--- src/rtl/structure2_decision_if.sv ---
// Purpose : handshake bundle between the FC2 logit stream, the decision block and its result consumer.
// Latency : n/a (wires only).
// Backpressure: input side has none (in_vld is a pulse); output side is valid/ready.
//
// Signals:
//   in_vld   - logit-pair word valid, single-cycle pulse
//   in_data  - [15:8] class-0 logit, [7:0] class-1 logit, signed 8-bit each
//   out_vld  - result FIFO head valid
//   out_rdy  - consumer takes the head when out_vld & out_rdy
//   out_data - {idx[5:0], cls, 1'b0, margin[7:0]}
// slave  = decision block side, master = producer/consumer side.
interface structure2_decision_if;
    logic        in_vld;
    logic [15:0] in_data;
    logic        out_vld;
    logic        out_rdy;
    logic [15:0] out_data;

    modport slave (
        input  in_vld,
        input  in_data,
        output out_vld,
        input  out_rdy,
        output out_data
    );

    modport master (
        output in_vld,
        output in_data,
        input  out_vld,
        output out_rdy,
        input  out_data
    );
endinterface

--- src/rtl/structure2_decision.sv ---
// Purpose : per-species class decision + margin on FC2 logit pairs, buffered results, frame majority vote.
// Latency : decision registered 1 cycle after in_vld, FIFO write 1 cycle later, out_vld 2 cycles after in_vld.
// Backpressure: none upstream; a full FIFO with no pop drops the result and sets the sticky overflow flag.
//
// Ports (top):
//   clk, rst_n       - clock, asynchronous active-low reset
//   clear            - synchronous frame restart: flushes FIFO, zeros idx/pos_count/frame_class/overflow
//   bus (slave)      - in_vld/in_data input stream, out_vld/out_rdy/out_data result stream
//   pos_count[6:0]   - number of cls=1 decisions in the current frame
//   frame_done       - one-cycle pulse when frame_class becomes valid
//   frame_class      - majority result, held until clear/reset
//   overflow         - sticky: an input or a result was dropped

// Purpose : small generic FIFO with synchronous flush.
// Latency : write visible at the read side the cycle after push.
// Backpressure: push_rdy low when full unless a pop happens in the same cycle.
module structure2_decision_fifo #(
    parameter int WIDTH = 16,
    parameter int DEPTH = 8
) (
    input  logic             clk,
    input  logic             rst_n,
    input  logic             flush,
    input  logic             push_vld,
    input  logic [WIDTH-1:0] push_dat,
    output logic             push_rdy,
    output logic             pop_vld,
    input  logic             pop_rdy,
    output logic [WIDTH-1:0] pop_dat
);
    localparam int AW = (DEPTH > 1) ? $clog2(DEPTH) : 1;
    localparam int CW = $clog2(DEPTH + 1);

    logic [WIDTH-1:0] mem [DEPTH];
    logic [AW-1:0]    wr_ptr;
    logic [AW-1:0]    rd_ptr;
    logic [CW-1:0]    count;
    logic             do_push;
    logic             do_pop;

    function automatic logic [AW-1:0] ptr_inc(input logic [AW-1:0] p);
        return (p == AW'(DEPTH - 1)) ? '0 : p + AW'(1);
    endfunction

    assign pop_vld  = (count != '0);
    assign do_pop   = pop_vld & pop_rdy;
    // A full FIFO still takes a push when the head leaves in the same cycle.
    assign push_rdy = (count != CW'(DEPTH)) | do_pop;
    assign do_push  = push_vld & push_rdy;
    // Gate the head so the read side shows zero whenever nothing is queued.
    assign pop_dat  = pop_vld ? mem[rd_ptr] : '0;

    always_ff @(posedge clk or negedge rst_n) begin
        if (!rst_n) begin
            wr_ptr <= '0;
            rd_ptr <= '0;
            count  <= '0;
        end else if (flush) begin
            wr_ptr <= '0;
            rd_ptr <= '0;
            count  <= '0;
        end else begin
            if (do_push) begin
                wr_ptr <= ptr_inc(wr_ptr);
            end
            if (do_pop) begin
                rd_ptr <= ptr_inc(rd_ptr);
            end
            case ({do_push, do_pop})
                2'b10:   count <= count + CW'(1);
                2'b01:   count <= count - CW'(1);
                default: count <= count;
            endcase
        end
    end

    // Storage needs no reset: pop_dat is masked while the FIFO is empty.
    always_ff @(posedge clk) begin
        if (do_push && !flush) begin
            mem[wr_ptr] <= push_dat;
        end
    end
endmodule

module structure2_decision #(
    parameter int SPECIES    = 42,
    parameter int FIFO_DEPTH = 8
) (
    input  logic                  clk,
    input  logic                  rst_n,
    input  logic                  clear,
    structure2_decision_if.slave  bus,
    output logic [6:0]            pos_count,
    output logic                  frame_done,
    output logic                  frame_class,
    output logic                  overflow
);
    typedef enum logic [1:0] {
        IDLE    = 2'd0,
        COLLECT = 2'd1,
        SUMMARY = 2'd2,
        DONE    = 2'd3
    } state_t;

    localparam logic [5:0] LAST_IDX = 6'(SPECIES - 1);
    localparam logic [6:0] HALF     = 7'(SPECIES / 2);

    state_t      state;
    state_t      state_nxt;
    logic [5:0]  idx;
    logic        accept;
    logic        reject;
    logic        last_word;
    logic [8:0]  diff;
    logic [7:0]  margin;
    logic        cls;
    logic        dec_vld;
    logic [15:0] dec_dat;
    logic        fifo_push_rdy;

    // Words are only taken while the frame is still collecting; anything
    // arriving in SUMMARY/DONE is discarded and flagged.
    assign accept    = bus.in_vld & ~clear & ((state == IDLE) | (state == COLLECT));
    assign reject    = bus.in_vld & ~clear & ((state == SUMMARY) | (state == DONE));
    assign last_word = (idx == LAST_IDX);

    // 9-bit two's-complement logit1 - logit0; range -255..+255, so |diff|
    // always fits the 8-bit margin.
    assign diff   = {bus.in_data[7], bus.in_data[7:0]} - {bus.in_data[15], bus.in_data[15:8]};
    assign cls    = ~diff[8] & (diff != 9'd0);
    assign margin = diff[8] ? 8'(9'd0 - diff) : diff[7:0];

    always_ff @(posedge clk or negedge rst_n) begin
        if (!rst_n) begin
            state <= IDLE;
        end else begin
            state <= state_nxt;
        end
    end

    always_comb begin
        state_nxt = state;
        if (clear) begin
            state_nxt = IDLE;
        end else begin
            case (state)
                IDLE, COLLECT: begin
                    if (bus.in_vld) begin
                        state_nxt = last_word ? SUMMARY : COLLECT;
                    end
                end
                SUMMARY: state_nxt = DONE;
                DONE:    state_nxt = DONE;
                default: state_nxt = IDLE;
            endcase
        end
    end

    always_ff @(posedge clk or negedge rst_n) begin
        if (!rst_n) begin
            idx         <= '0;
            pos_count   <= '0;
            dec_vld     <= 1'b0;
            dec_dat     <= '0;
            frame_done  <= 1'b0;
            frame_class <= 1'b0;
            overflow    <= 1'b0;
        end else if (clear) begin
            // Also kills a decision still in flight so nothing lands after the flush.
            idx         <= '0;
            pos_count   <= '0;
            dec_vld     <= 1'b0;
            dec_dat     <= '0;
            frame_done  <= 1'b0;
            frame_class <= 1'b0;
            overflow    <= 1'b0;
        end else begin
            dec_vld    <= accept;
            frame_done <= (state == SUMMARY);
            if (accept) begin
                dec_dat   <= {idx, cls, 1'b0, margin};
                idx       <= last_word ? 6'd0 : idx + 6'd1;
                // Counts every accepted decision, including ones the FIFO later drops.
                pos_count <= pos_count + {6'd0, cls};
            end
            if (state == SUMMARY) begin
                frame_class <= (pos_count > HALF);
            end
            if (reject || (dec_vld && !fifo_push_rdy)) begin
                overflow <= 1'b1;
            end
        end
    end

    structure2_decision_fifo #(
        .WIDTH (16),
        .DEPTH (FIFO_DEPTH)
    ) u_fifo (
        .clk      (clk),
        .rst_n    (rst_n),
        .flush    (clear),
        .push_vld (dec_vld),
        .push_dat (dec_dat),
        .push_rdy (fifo_push_rdy),
        .pop_vld  (bus.out_vld),
        .pop_rdy  (bus.out_rdy),
        .pop_dat  (bus.out_data)
    );
endmodule

--- src/flat_wrapper.sv ---
// flat-port wrapper written by rule: the top's interface ports become plain ports
module structure2_decision_flat 
#(
    parameter int SPECIES    = 42,
    parameter int FIFO_DEPTH = 8
)
  (clk, rst_n, clear, pos_count, frame_done, frame_class, overflow, bus_in_vld, bus_in_data, bus_out_vld, bus_out_rdy, bus_out_data);
  structure2_decision_if bus_i ();
  input  logic clk;
  input  logic rst_n;
  input  logic clear;
  output logic [6:0] pos_count;
  output logic frame_done;
  output logic frame_class;
  output logic overflow;
  input wire logic [$bits(bus_i.in_vld)-1:0] bus_in_vld;
  input wire logic [$bits(bus_i.in_data)-1:0] bus_in_data;
  output wire logic [$bits(bus_i.out_vld)-1:0] bus_out_vld;
  input wire logic [$bits(bus_i.out_rdy)-1:0] bus_out_rdy;
  output wire logic [$bits(bus_i.out_data)-1:0] bus_out_data;
  assign bus_i.in_vld = bus_in_vld;
  assign bus_i.in_data = bus_in_data;
  assign bus_out_vld = bus_i.out_vld;
  assign bus_i.out_rdy = bus_out_rdy;
  assign bus_out_data = bus_i.out_data;
  structure2_decision #(.SPECIES(SPECIES), .FIFO_DEPTH(FIFO_DEPTH)) u_core (.clk(clk), .rst_n(rst_n), .clear(clear), .bus(bus_i), .pos_count(pos_count), .frame_done(frame_done), .frame_class(frame_class), .overflow(overflow));
endmodule
--- config.mk ---
export PLATFORM = sky130hd
export DESIGN_NAME = structure2_decision_flat
export DESIGN_NICKNAME = d
export VERILOG_FILES = /design/src/rtl/structure2_decision_if.sv /design/src/rtl/structure2_decision.sv /design/src/flat_wrapper.sv
export SDC_FILE = /design/constraint.sdc
export NUM_CORES = 1
export LEC_CHECK = 0
export ABC_AREA = 1
export CAP_MARGIN = 30
export CORE_MARGIN = 2
export CORE_UTILIZATION = 55
export DETAILED_ROUTE_END_ITERATION = 6
export PLACE_DENSITY = 0.75
export SLEW_MARGIN = 25
export SYNTH_ARGS = -nofsm -noshare
export SYNTH_HDL_FRONTEND = slang
export SYNTH_SLANG_ARGS = --single-unit
export TNS_END_PERCENT = 10
--- constraint.sdc ---
create_clock -name clk -period 2.7 [get_ports clk]
set_input_delay 0.54 -clock clk [delete_from_list [all_inputs] [get_ports clk]]
set_output_delay 0.54 -clock clk [all_outputs]
set_load 0.02 [all_outputs]
==> reports/qor.csv <==
stage,metric,value,unit
routing,drt_iter0_drc,515,
grt,grt.overflow.total,0,
place,place_ws,-0.988,ns
grt,grt_use_met2,44.1,%
clock_tree,cts_max_level,4,
timing,final_max_slew_viol_count,0,
timing,final_hold_viol_count,0,
timing,slew_headroom,62.3,%
place,place_inst,940,
cells_and_area,syn_to_final_growth,27.9,%
synth,syn-num-nets,736,
hold_path,hold_path_class,primary input to asynchronous set/reset pin,
synth,synthArstFlopShare,26.8,%
synth,syn_avg_cell_area,10.6,um2
setup_path,crit_path_max_incr_delay,0.47,ns
setup_path,r2r_start,u_core.u_fifo.count[0],
power_and_ir_drop,power.density,799,mW/mm2
floorplan,core_area,0.0131,mm2
place,port_buffers,46,
routing,firstDrtPassIters,5,
cells_and_area,final_layout_size_suffix_gt1_share,21.1,%
synth,synth.distinct_cells,37,
synth,netlist_instances,693,
cells_and_area,final_common_cell,edfxtp_1,
synth,synth_ff_type,edfxtp_1,
clock_tree,root_buffer,clkbuf_16,
floorplan,start_util,56.1,%
power_and_ir_drop,peakVddDrop,0.000385,V
place,routabilityCongestion,0.864,
setup_path,cp_max_fo,4,
synth,yosysTopAreaCell,edfxtp_1,
timing,rsz0062_at_grt,yes,
synth,synth_edf_count,120,
clock_tree,cts_tree,built,
synth,yosysSeqAreaShare,63.8,%
grt,busiest_layer,met2,
routing,via_count,5620,
routing,drcViolationCount,0,
setup_path,worstPathRequired,3.02,ns
clock_tree,cts.sinks,164,
setup_path,cp-start-kind,primary input,
setup_path,cp_slowest_cell,clkdlybuf4s50_1,
clock_tree,clkLatencyLatePin,0.42,ns
routing,drt-vias-per-instance,5.65,
grt,antenna_found_initial,0,
setup_path,endpoint_kind,flop,
routing,final_antenna_net_count,0,
setup_path,cp_data_arrival_time,3.08,ns
floorplan,dieArea,0.0143,mm2
grt,use_met1,31.0,%
cells_and_area,fillers,887,
setup_path,path_cells,clkdlybuf4s50_1 -> inv_2 -> ha_4 -> nand2_1 -> nor2_1 -> nand3_1 -> nand2_1 -> nand2_1 -> nand2_2 -> inv_1 -> a21oi_2 -> ha_2 -> ha_4 -> nand3_2 -> nor2_2 -> nand3_1 -> o21ai_1 -> inv_1,
setup_path,path_buf_inv,4,
floorplan,ioPinCount,48,
timing,fin_tns_setup,-0.226,ns
timing,worst_clock_skew,0.00812,ns
cells_and_area,finalNonFillerCells,994,
power_and_ir_drop,p_leak,3.81,nW
clock_tree,cts_buffers,17,
grt,grt_pass1_vias,5821,
timing,final-setup-viol-count,4,
cells_and_area,final_cell_mix,"edfxtp_1, nor2_1, nand2_1",
cells_and_area,n_antenna_cell,0,
setup_path,crit_start,bus_in_data[13],
synth,ys_seq_elements,164,
synth,synth_area_leaders,"edfxtp_1, dfrtp_1, nor2_1",
grt,grt_pass1_wl,28.2,mm
timing,fin_crit_sh,103,%
timing,worst_slew_pin_slew,0.565,ns
clock_tree,cts_hold_buf,0,
cells_and_area,final_nets,849,
routing,drt_wl_total,17.8,mm
power_and_ir_drop,total_power,7.53,mW
synth,syn_area,0.00737,mm2
clock_tree,clock_path_buffers,2,
floorplan,die_w,120,um
place,dpl.hpwl,10.2,mm
timing,hold_slack,0.108,ns
clock_tree,path_clk_slew,0.06,ns
floorplan,die_height,120,um
status,violations,setup timing,
grt,grtUsageMet3,4.94,%
setup_path,critPathKind,primary input to flop,
job,drv_cap,0,
timing,min_period,2.77,ns
routing,wire_per_inst,17.9,um
floorplan,rows,42,
synth,ys_warn_count,0,
timing,max_freq,361,MHz
timing,setup_slack,-0.0683,ns
status,status,"finished, violations left",
grt,gr-usage-all-layers,25.6,%
grt,grt_max_degree,45,
setup_path,crit_top_cell,nand2_1,
synth,synth_top_area_share,48.9,%
setup_path,critPathTopFamily,simple AND/OR/NAND/NOR gates,
repair_timing:
item,4_1_cts,5_1_grt
pin swaps,10,20
gates cloned,0,0
endpoints found under the setup margin,22,23
resized for setup,40,55
buffers inserted,21,2
cell type report:
type / count / area (um2) / area share (%)
timing repair buffer: 123 / 1140 / 12.1
multi-input combinational: 443 / 2540 / 26.9
clock buffer: 18 / 429 / 4.55
tap: 176 / 220 / 2.34
clock inverter: 13 / 165 / 1.75
sequential: 164 / 4710 / 49.9
inverter: 57 / 226 / 2.40
flip-flops by register name, indices dropped and copies added, names as in the netlist:
signal,cells
u_core.dec_vld,1
u_core.u_fifo.mem,120
u_core.dec_dat,15
u_core.u_fifo.wr_ptr,3
u_core.u_fifo.count,4
u_core.frame_class,1
u_core.state,2
u_core.frame_done,1
u_core.pos_count,7
u_core.idx,6
u_core.overflow,1
u_core.u_fifo.rd_ptr,3
worst reg2reg max path, stage by stage (launching register included):
cell	delay, ns
dfrtp_1	0.43
nor2_2	0.22
nand3_4	0.27
nand2_4	0.16
nor2_2	0.07
ha_1	0.32
a21oi_1	0.15
nand2_1	0.08
xor2_1	0.15
xor2_1	0.14
nand2_1	0.07
nand2_1	0.05
power by group:
group / total [mW] / switching [mW] / internal (mW)
registers: 2.93 / 0.118 / 2.82
clock network: 2.44 / 0.918 / 1.52
logic: 2.16 / 1.31 / 0.849
path summary, 6_finish.rpt:
kind / slack, ns / endpoint / cells past startpoint
max: -0.07 / u_core.pos_count[6] / 18
min: 0.11 / u_core.u_fifo.count[0] / 1
max reg2reg: 0.47 / u_core.u_fifo.count[3] / 11
min reg2reg: 0.47 / u_core.frame_done / 1
max in group asynchronous: 2.18 / u_core.u_fifo.rd_ptr[0] / 1
min in group clk: 0.47 / u_core.frame_done / 1
cell usage after synthesis, types with 6 or more instances:
master,instances
nand2_1,88
dfrtp_1,44
edfxtp_1,120
ha_1,20
o21ai_1,13
nor2_2,7
clkbuf_1,21
o21ai_0,86
xor2_1,6
o22ai_1,23
a31oi_1,17
a21oi_1,7
nand3_1,27
buf_2,6
nor2_1,115
inv_1,52
metrics by stage:
stage	util, %	cell area (um2)
6_report	71.7	9430
3_3_place_gp	64.6	8490
4_1_cts	70.8	9300
2_1_floorplan	-	7420
3_5_place_dp	64.6	8490
5_1_grt	71.7	9430
logic make-up after synthesis:
group	share of synthesized area [%]
AND/OR/NAND/NOR	14.8
flip-flops	63.8
AO/OA/AOI/OAI	11.6
buffers and inverters	4.64
adder cells (fa/ha/maj)	3.94
XOR/XNOR	0.951
other	0.0509
multiplexers	0.153
metal layers:
layer,routed length (um),vias to the layer above
li1,-,2634
met1,7130,2735
met2,9220,209
met3,894,42
met4,541,0
met5,0,-
No activity file was read; power rests on OpenSTA's default activity.
